**src/rtl/light_monitor.sv**
```systemverilog
// Receive-side observer for the J/P/C traffic-light lines.
// Decodes the phase, counts down the remaining time and flags sticky faults.
module light_monitor #(
  parameter int T_J = 14,
  parameter int T_P = 8,
  parameter int T_C = 17,
  parameter int TOL = 0,
  parameter int CW  = 12
) (
  input  logic          clk,
  input  logic          rst,
  input  logic          J,
  input  logic          P,
  input  logic          C,
  input  logic          clr_fault,
  output logic [1:0]    phase,
  output logic [CW-1:0] remaining,
  output logic          phase_change,
  output logic          fault_onehot,
  output logic          fault_seq,
  output logic          fault_time,
  output logic          fault
);

  typedef enum logic [1:0] {
    S_IDLE  = 2'd0,
    S_ACQ   = 2'd1,
    S_TRACK = 2'd2
  } state_t;

  localparam logic [CW-1:0] L_TJ = CW'(T_J);
  localparam logic [CW-1:0] L_TP = CW'(T_P);
  localparam logic [CW-1:0] L_TC = CW'(T_C);

  // Acceptance window per phase, one bit wider so T+TOL cannot wrap.
  localparam logic [CW:0] L_HI_J = (CW+1)'(T_J + TOL);
  localparam logic [CW:0] L_HI_P = (CW+1)'(T_P + TOL);
  localparam logic [CW:0] L_HI_C = (CW+1)'(T_C + TOL);
  localparam logic [CW:0] L_LO_J = (CW+1)'((T_J > TOL) ? T_J - TOL : 0);
  localparam logic [CW:0] L_LO_P = (CW+1)'((T_P > TOL) ? T_P - TOL : 0);
  localparam logic [CW:0] L_LO_C = (CW+1)'((T_C > TOL) ? T_C - TOL : 0);

  function automatic logic [CW-1:0] f_dur(input logic [1:0] ph);
    case (ph)
      2'd1:    f_dur = L_TJ;
      2'd2:    f_dur = L_TP;
      2'd3:    f_dur = L_TC;
      default: f_dur = '0;
    endcase
  endfunction

  function automatic logic [CW:0] f_hi(input logic [1:0] ph);
    case (ph)
      2'd1:    f_hi = L_HI_J;
      2'd2:    f_hi = L_HI_P;
      2'd3:    f_hi = L_HI_C;
      default: f_hi = '0;
    endcase
  endfunction

  function automatic logic [CW:0] f_lo(input logic [1:0] ph);
    case (ph)
      2'd1:    f_lo = L_LO_J;
      2'd2:    f_lo = L_LO_P;
      2'd3:    f_lo = L_LO_C;
      default: f_lo = '0;
    endcase
  endfunction

  function automatic logic [1:0] f_next(input logic [1:0] ph);
    case (ph)
      2'd1:    f_next = 2'd2;
      2'd2:    f_next = 2'd3;
      2'd3:    f_next = 2'd1;
      default: f_next = 2'd0;
    endcase
  endfunction

  state_t        r_state;
  logic [CW-1:0] r_dw;
  logic [2:0]    r_prev;

  logic [2:0]    w_code;
  logic [1:0]    w_ph;
  logic          w_valid;
  logic          w_live;
  logic          w_same;
  logic          w_new;
  logic          w_sat;
  logic [CW-1:0] w_dw_inc;
  logic [CW-1:0] w_t_cur;
  logic [CW-1:0] w_rem_same;
  logic [CW-1:0] w_t_new;
  logic          w_ev_oh;
  logic          w_ev_seq;
  logic          w_ev_time;
  logic          w_nx_oh;
  logic          w_nx_seq;
  logic          w_nx_time;

  assign w_code = {J, P, C};

  always_comb begin
    w_ph = 2'd0;
    unique case (1'b1)
      (w_code == 3'b100): w_ph = 2'd1;
      (w_code == 3'b010): w_ph = 2'd2;
      (w_code == 3'b001): w_ph = 2'd3;
      default:            w_ph = 2'd0;
    endcase
  end

  assign w_valid    = (w_ph != 2'd0);
  assign w_live     = (r_state != S_IDLE);
  assign w_same     = w_live && w_valid && (w_code == r_prev);
  assign w_new      = w_live && w_valid && (w_code != r_prev);
  assign w_sat      = &r_dw;
  assign w_dw_inc   = w_sat ? r_dw : r_dw + 1'b1;
  assign w_t_cur    = f_dur(phase);
  assign w_t_new    = f_dur(w_ph);
  assign w_rem_same = (w_dw_inc >= w_t_cur) ? '0 : w_t_cur - w_dw_inc;

  // 000 while idle is the quiet bus after reset, not a fault.
  assign w_ev_oh  = !w_valid && (w_live || (w_code != 3'b000));
  assign w_ev_seq = w_new && (w_ph != f_next(phase));

  // Overrun fires once at the crossing; the later transition then
  // only has to catch phases that ended too early.
  assign w_ev_time = (r_state == S_TRACK) &&
                     ((w_new && ({1'b0, r_dw} < f_lo(phase))) ||
                      (w_same && !w_sat &&
                       ({1'b0, r_dw} == f_hi(phase))));

  assign w_nx_oh   = (fault_onehot & ~clr_fault) | w_ev_oh;
  assign w_nx_seq  = (fault_seq    & ~clr_fault) | w_ev_seq;
  assign w_nx_time = (fault_time   & ~clr_fault) | w_ev_time;

  always_ff @(posedge clk or posedge rst) begin
    if (rst) begin
      r_state      <= S_IDLE;
      r_dw         <= '0;
      r_prev       <= 3'b000;
      phase        <= 2'd0;
      remaining    <= '0;
      phase_change <= 1'b0;
      fault_onehot <= 1'b0;
      fault_seq    <= 1'b0;
      fault_time   <= 1'b0;
      fault        <= 1'b0;
    end else begin
      r_prev       <= w_code;
      phase_change <= 1'b0;
      fault_onehot <= w_nx_oh;
      fault_seq    <= w_nx_seq;
      fault_time   <= w_nx_time;
      fault        <= w_nx_oh | w_nx_seq | w_nx_time;
      case (r_state)
        S_IDLE: begin
          if (w_valid) begin
            phase        <= w_ph;
            r_dw         <= CW'(1);
            remaining    <= w_t_new - 1'b1;
            phase_change <= 1'b1;
            r_state      <= S_ACQ;
          end else begin
            phase     <= 2'd0;
            remaining <= '0;
            r_dw      <= '0;
          end
        end
        S_ACQ, S_TRACK: begin
          if (!w_valid) begin
            phase     <= 2'd0;
            remaining <= '0;
            r_dw      <= '0;
            r_state   <= S_IDLE;
          end else if (w_same) begin
            r_dw      <= w_dw_inc;
            remaining <= w_rem_same;
          end else begin
            phase        <= w_ph;
            r_dw         <= CW'(1);
            remaining    <= w_t_new - 1'b1;
            phase_change <= 1'b1;
            r_state      <= S_TRACK;
          end
        end
        default: begin
          phase     <= 2'd0;
          remaining <= '0;
          r_dw      <= '0;
          r_state   <= S_IDLE;
        end
      endcase
    end
  end

endmodule
```
**config.mk**
```make
export PLATFORM = sky130hd
export DESIGN_NAME = light_monitor
export DESIGN_NICKNAME = d
export VERILOG_FILES = /design/src/rtl/light_monitor.sv
export SDC_FILE = /design/constraint.sdc
export NUM_CORES = 1
export LEC_CHECK = 0
export ABC_AREA = 1
export ABC_CLOCK_PERIOD_IN_PS = 3800
export CAP_MARGIN = 30
export CELL_PAD_IN_SITES_DETAIL_PLACEMENT = 0
export CELL_PAD_IN_SITES_GLOBAL_PLACEMENT = 1
export CORE_UTILIZATION = 40
export CTS_BUF_LIST = sky130_fd_sc_hd__clkbuf_8
export DETAILED_ROUTE_END_ITERATION = 8
export GPL_ROUTABILITY_DRIVEN = 0
export PLACE_DENSITY = 0.84
export SKIP_LAST_GASP = 1
export SYNTH_ARGS = -nofsm -noshare
export SYNTH_HDL_FRONTEND = slang
export SYNTH_SLANG_ARGS = --single-unit
```
**constraint.sdc**
```tcl
create_clock -name clk -period 3.8 [get_ports clk]
set_clock_uncertainty 0.2 [all_clocks]
set_input_delay 0.95 -clock clk [delete_from_list [all_inputs] [get_ports clk]]
set_output_delay 0.95 -clock clk [all_outputs]
set_load 0.01 [all_outputs]
```
==> results of run 1 <==
==> registers in the layout, summed over array words and instances (netlist names) <==
signal and count:
fault_onehot 1, fault_seq 1, r_state 2, remaining 12, fault_time 1, fault 1, r_prev 3, phase 2
r_dw 12, phase_change 1
==> power groups by stage <==
stage          combinational [uW]  sequential, uW  clock (uW)
6_report                      684             512         335
5_1_grt                       766             524         359
4_1_cts                       692             514         345
3_5_place_dp                  686             522           0
3_3_place_gp                  683             521           0
2_1_floorplan                 389             556           0
==> stage by stage <==
step	cell area, sq um	hold slack [ns]	util (%)	instances	setup WS, ns
2_1_floorplan	2397	0.3356	-	284	0.7466
3_3_place_gp	2740	0.2900	48.57	381	0.3535
3_5_place_dp	2740	0.3046	48.57	381	0.2489
4_1_cts	2851	0.3229	50.54	389	0.4978
5_1_grt	2851	0.3533	50.54	389	0.1711
6_report	2851	0.3102	50.54	389	0.5093
==> area by class of cell <==
| class | instances | area, sq um | area share (%) |
|---|---|---|---|
| clock buffers | 5 | 68.82 | 2.413 |
| clock inverters | 3 | 42.54 | 1.492 |
| inverters | 46 | 172.7 | 6.055 |
| multi-input cells | 200 | 1314 | 46.07 |
| flip-flops and latches | 36 | 900.9 | 31.59 |
| well taps | 72 | 90.09 | 3.159 |
| repair buffers | 27 | 262.8 | 9.215 |
==> per-layer routing <==
metal  vias up  GRT usage [%]
met5         -              0
met2        36          28.28
met1       884          25.04
li1        987              -
met3         6          3.314
met4         0          5.273
==> cells by family after synthesis <==
logic type	share of synthesized area, %
AND/OR/NAND/NOR	26.77
flip-flops	37.58
AO/OA/AOI/OAI	9.865
adder cells (fa/ha/maj)	13.36
multiplexers	0.4176
XOR/XNOR	4.384
buffers and inverters	7.620
==> final timing paths <==
kind	startpoint	end	slack, ns	cells after the start
max	r_dw[1]$_DFF_PP0_	remaining[7]$_DFF_PP0_	0.51	16
min	fault_time$_DFF_PP0_	fault_time$_DFF_PP0_	0.31	2
max reg2reg	r_dw[1]$_DFF_PP0_	remaining[7]$_DFF_PP0_	0.51	16
min reg2reg	fault_time$_DFF_PP0_	fault_time$_DFF_PP0_	0.31	2
max in group asynchronous	rst	r_dw[9]$_DFF_PP0_	2.07	3
min in group asynchronous	rst	remaining[6]$_DFF_PP0_	0.77	2
==> cell usage after synthesis (all sizes together), types with 3 or more instances <==
cell,instances
a31oi,3
a21oi,12
xor2,4
xnor2,8
nand3,24
nand4,8
inv,46
dfrtp,36
nand2,58
o21ai,14
ha,24
nor2,28
==> cell usage in the layout (no fill, tap or decap), types with 4 or more instances in the layout <==
master,count
clkdlybuf4s50_1,24
nor2_4,4
xnor2_1,8
a21oi_1,12
o21ai_0,10
nand2_2,6
dfrtp_1,36
nand3_1,20
nand4_1,8
xor2_1,4
inv_1,44
nand2_1,51
nor2_1,20
nor2_2,4
clkbuf_8,5
ha_1,24
==> worst register-to-register path: stages (launching register included) <==
cell	delay, ns
dfrtp_1	0.45
ha_1	0.31
inv_1	0.08
nor2_2	0.16
nand3_2	0.24
xor2_1	0.22
inv_1	0.11
ha_1	0.15
inv_1	0.07
fa_1	0.39
nand2_1	0.08
nand2_1	0.07
a21oi_1	0.23
nor3_4	0.09
and3_4	0.18
nand3_4	0.10
nand2_1	0.06
==> flow_metrics.py, run 1 <==
metrics = {
    "grt": {
        "grt_pass1_vias": 1865,
        "grt_util_all_layers_pct": 17.95,
        "antenna_found_initial": 0,
        "grt_max_degree": 16,
        "grt_overflow": 0,
        "grt_pass1_wl_um": 8721,
    },
    "critical_path": {
        "critical_path_required_ns": 3.77,
        "cp_max_fo": 12,
        "crit_family": "simple AND/OR/NAND/NOR gates",
        "criticalPathCategory": "reg -> reg",
        "worst-path-buf-inv": 3,
        "cp_slowest_cell": "dfrtp_1",
        "cpPeakStageDelay_ns": 0.45,
        "path_cells": "ha_1 > inv_1 > nor2_2 > nand3_2 > xor2_1 > inv_1 > ha_1 > inv_1 > fa_1 > nand2_1 > nand2_1 > a21oi_1 > nor3_4 > and3_4 > nand3_4 > nand2_1",
        "critPathLaunchType": "register",
        "end_kind": "register",
        "arrival_ns": 3.26,
    },
    "yosys": {
        "yosys_warnings": 0,
        "syn_nets": 315,
        "async_flop_share_pct": 100.0,
        "synth-main-ff-cell": "dfrtp_1",
        "synth_edf_count": 0,
        "synth.area.top_cells": "dfrtp_1 (38%), ha_1 (13%), nand2_1 (8.0%)",
        "ys_ff_latch": 36,
        "yosysSeqAreaShare_pct": 37.58,
        "yosysTopAreaCellShare_pct": 37.58,
        "synthCells": 284,
        "ys_types": 37,
        "synth.cell_area_sq_um": 2397,
        "yosys.area.top_type": "dfrtp_1",
        "avgSynthCellArea_sq_um": 8.441,
    },
    "route": {
        "firstDrtPassIters": 4,
        "drt-total-wl_um": 5041,
        "num_vias": 1913,
        "wl_per_cell_um": 12.96,
        "wl_met2_um": 2289,
        "drtIter0Drc": 103,
        "highest_layer": "met4",
        "dr_wl_met3_um": 157,
        "wl_met1_um": 2540,
        "remaining_drc_errors": 0,
        "avgViaCountPerCell": 4.918,
        "ant_nets": 0,
    },
    "status": {
        "status": "completed",
    },
    "finish": {
        "num-fill-cells": 538,
        "fin_nets": 347,
        "drive_gt1_share_pct": 11.99,
        "antenna_cells": 0,
        "syn_to_final_growth_pct": 18.95,
    },
    "power_and_ir_drop": {
        "pwr-share-comb_pct": 44.7,
        "power_frac_clock_pct": 21.9,
        "p_sw_share_pct": 36.12,
        "seq_power_share_pct": 33.4,
        "power.leakage_uw": 0.001381,
        "ir_worst_vdd_mv": 0.3120,
        "p_per_area_nw_per_um2": 537.3,
        "finalPower_uw": 1532,
        "p_int_uw": 978.7,
        "power.switching_uw": 553.3,
    },
    "run": {
        "maxCapViolations": 0,
    },
    "sta": {
        "rsz0062_at_grt": "no",
        "min_period_ns": 3.291,
        "setup_violations": 0,
        "max_freq_mhz": 303.9,
        "tightest_slew_ns": 0.4456,
        "fin_crit_sh_pct": 86.60,
        "finalMaxSlewViolations": 0,
        "finalSetupTns_ns": 0,
        "slew_headroom_pct": 70.02,
        "hold_viol_final": 0,
    },
    "cts": {
        "cts-resized-gates": 0,
        "path_clk_slew_ns": 0.08,
        "clock_path_buffers": 2,
        "cts_hold_buf": 0,
        "cts_buffers": 5,
        "clock_latency_ns": 0.28,
        "cts_sinks": 36,
        "cts_setup_buffers": 0,
        "cts-htree-levels": 2,
        "cts_tree": "built",
        "clock-root-buffer": "clkbuf_8",
    },
    "floorplan": {
        "die_w_um": 79.42,
        "die_h_um": 79.42,
        "io_pins": 25,
        "die_area_sq_um": 6307,
        "initial_core_util_pct": 42.49,
        "fp-row-count": 27,
        "core-area_sq_um": 5642,
    },
    "placed_design": {
        "io_buffers": 24,
        "dp_hpwl_um": 4104,
    },
    "worst_hold_path": {
        "hold_class": "reg -> reg",
    },
}
Power figures use the tool's default switching activity.
==> run 2: changes to the inputs <==
ABC_CLOCK_PERIOD_IN_PS = 4250   (was 3800)
clock period = 4.25 ns   (was 3.8 ns; I/O delays follow)
==> run 2 against run 1 <==
Compared with the run above:
- final cell count down 0.51%
- sequential power down 10%
- non-clock buffer count down 2
- critical path type unchanged
==> flow_metrics.py, run 2 (synthesis gave the netlist of run 1 again) <==
metrics = {
    "status": {
        "status": "completed",
    },
    "cts": {
        "cts_sinks": 36,
        "clock_path_buffers": 2,
        "cts_setup_buffers": 0,
        "path_clk_slew_ns": 0.07,
        "cts_tree": "built",
        "cts-htree-levels": 2,
        "cts-resized-gates": 0,
        "clock-root-buffer": "clkbuf_8",
        "cts_buffers": 5,
        "clock_latency_ns": 0.28,
        "cts_hold_buf": 0,
    },
    "grt": {
        "antenna_found_initial": 0,
        "grt_max_degree": 37,
        "grt_pass1_wl_um": 8473,
        "grt_util_all_layers_pct": 17.42,
        "grt_overflow": 0,
        "grt_pass1_vias": 1818,
    },
    "power_and_ir_drop": {
        "p_per_area_nw_per_um2": 462.6,
        "finalPower_uw": 1301,
        "ir_worst_vdd_mv": 0.2295,
        "power.leakage_uw": 0.001366,
    },
    "finish": {
        "fin_nets": 345,
        "final_cell_mix": "nand2_1 (51), inv_1 (44), dfrtp_1 (36), ha_1 (24), clkdlybuf4s50_1 (24)",
        "multi_input_area_sq_um": 1314,
        "largest_registers": "r_dw: 12 flops, remaining: 12 flops, r_prev: 3 flops",
        "syn_to_final_growth_pct": 17.33,
        "drive_gt1_share_pct": 11.43,
        "final_common_cell": "nand2_1",
        "fin_area_sq_um": 2813,
        "num-fill-cells": 545,
        "final_cell_count_no_fill": 387,
        "regArea_sq_um": 900.9,
        "antenna_cells": 0,
    },
    "critical_path": {
        "arrival_ns": 3.41,
        "r2r-start": "r_dw[1]$_DFF_PP0_",
        "critPathLaunchType": "register",
        "path_cells": "ha_1 > inv_1 > nor2_2 > nand3_2 > xor2_1 > inv_1 > ha_1 > inv_1 > fa_1 > nand2_1 > nand2_1 > a21oi_1 > nor3_4 > and3_4 > nand3_4 > nand2_1",
        "critical_path.startpoint": "r_dw[1]$_DFF_PP0_",
        "criticalPathCategory": "reg -> reg",
        "end_kind": "register",
        "cp_max_fo": 17,
        "cp_slowest_cell": "dfrtp_1",
        "cpPeakStageDelay_ns": 0.44,
        "critical_path_required_ns": 4.22,
        "crit_family": "simple AND/OR/NAND/NOR gates",
        "worst-path-buf-inv": 3,
    },
    "floorplan": {
        "die_area_sq_um": 6307,
        "die_w_um": 79.42,
        "io_pins": 25,
        "core-area_sq_um": 5642,
        "fp-row-count": 27,
        "initial_core_util_pct": 42.49,
        "die_h_um": 79.42,
    },
    "route": {
        "drt-total-wl_um": 4975,
        "drtIter0Drc": 88,
        "wl_met2_um": 2225,
        "remaining_drc_errors": 0,
        "dr_wl_met3_um": 144,
        "ant_nets": 0,
        "wl_met1_um": 2590,
        "firstDrtPassIters": 4,
        "wl_per_cell_um": 12.86,
        "highest_layer": "met4",
        "num_vias": 1916,
        "avgViaCountPerCell": 4.951,
    },
    "sta": {
        "fin_crit_sh_pct": 80.84,
        "max_freq_mhz": 291.0,
        "slew_headroom_pct": 69.64,
        "finalMaxSlewViolations": 0,
        "hold_viol_final": 0,
        "finalSetupTns_ns": 0,
        "tightest_slew_ns": 0.4512,
        "rsz0062_at_grt": "no",
        "min_period_ns": 3.436,
        "timing.hold.ws_ns": 0.3119,
        "setup_violations": 0,
    },
    "placed_design": {
        "dp_hpwl_um": 4011,
        "place_area_sq_um": 2725,
        "dp_cells": 379,
        "io_buffers": 24,
    },
    "run": {
        "maxCapViolations": 0,
    },
    "worst_hold_path": {
        "hold_class": "reg -> reg",
        "hp-start": "fault_time$_DFF_PP0_",
    },
}
-- run 2: cell count changes in the layout (fill, tap and decap cells not counted), sizes merged --
cell      before  now
buf            3    1
clkinv         1    3
bufinv         1    0
clkinvlp       1    0
-- run 2: final timing paths --
path	endpoint	cells after the start	slack, ns
setup / recovery	remaining[5]$_DFF_PP0_	16	0.81
hold reg to reg	fault_time$_DFF_PP0_	2	0.31
max in group asynchronous	r_state[1]$_DFFE_PP0P_	3	2.55
hold / removal	fault_time$_DFF_PP0_	2	0.31
min in group asynchronous	r_state[0]$_DFFE_PP0P_	3	0.98
setup reg to reg	remaining[5]$_DFF_PP0_	16	0.81
-- run 2: layout make-up --
class / count / area share (%)
clock buffer: 5 / 2.447
clock inverter: 3 / 0.6673
inverter: 46 / 6.139
multi-input combinational: 200 / 46.71
sequential: 36 / 32.03
tap: 72 / 3.203
timing repair buffer: 25 / 8.808
-- run 2: report_power, final --
| part | total [uW] | leakage [uW] | internal [uW] | switching (uW) |
|---|---|---|---|---|
| Combinational | 604 | 0.000849 | 279 | 325 |
| Clock | 238 | 0.0000479 | 114 | 124 |
| Sequential | 459 | 0.000469 | 422 | 36.7 |
| Total | 1300 | 0.00137 | 815 | 486 |
-- run 2: layer usage --
metal	vias to the layer above	global-route usage (%)
li1	983	-
met1	901	25.51
met2	30	27.16
met3	2	2.857
met4	0	3.273
met5	-	0
-- run 2: tightest hold or removal path: cells and delay by family, from the launching register on --
family | cells | cell delay [ns]
DFF | 1 | 0.35
and+or+nand+nor | 2 | 0.13
-- run 2: stage by stage --
step	util [%]	worst slack, ns
6_report	49.86	0.8141
5_1_grt	49.86	0.5111
4_1_cts	49.86	0.7957
3_5_place_dp	48.30	0.5773
3_3_place_gp	48.30	0.6919
2_1_floorplan	-	1.197
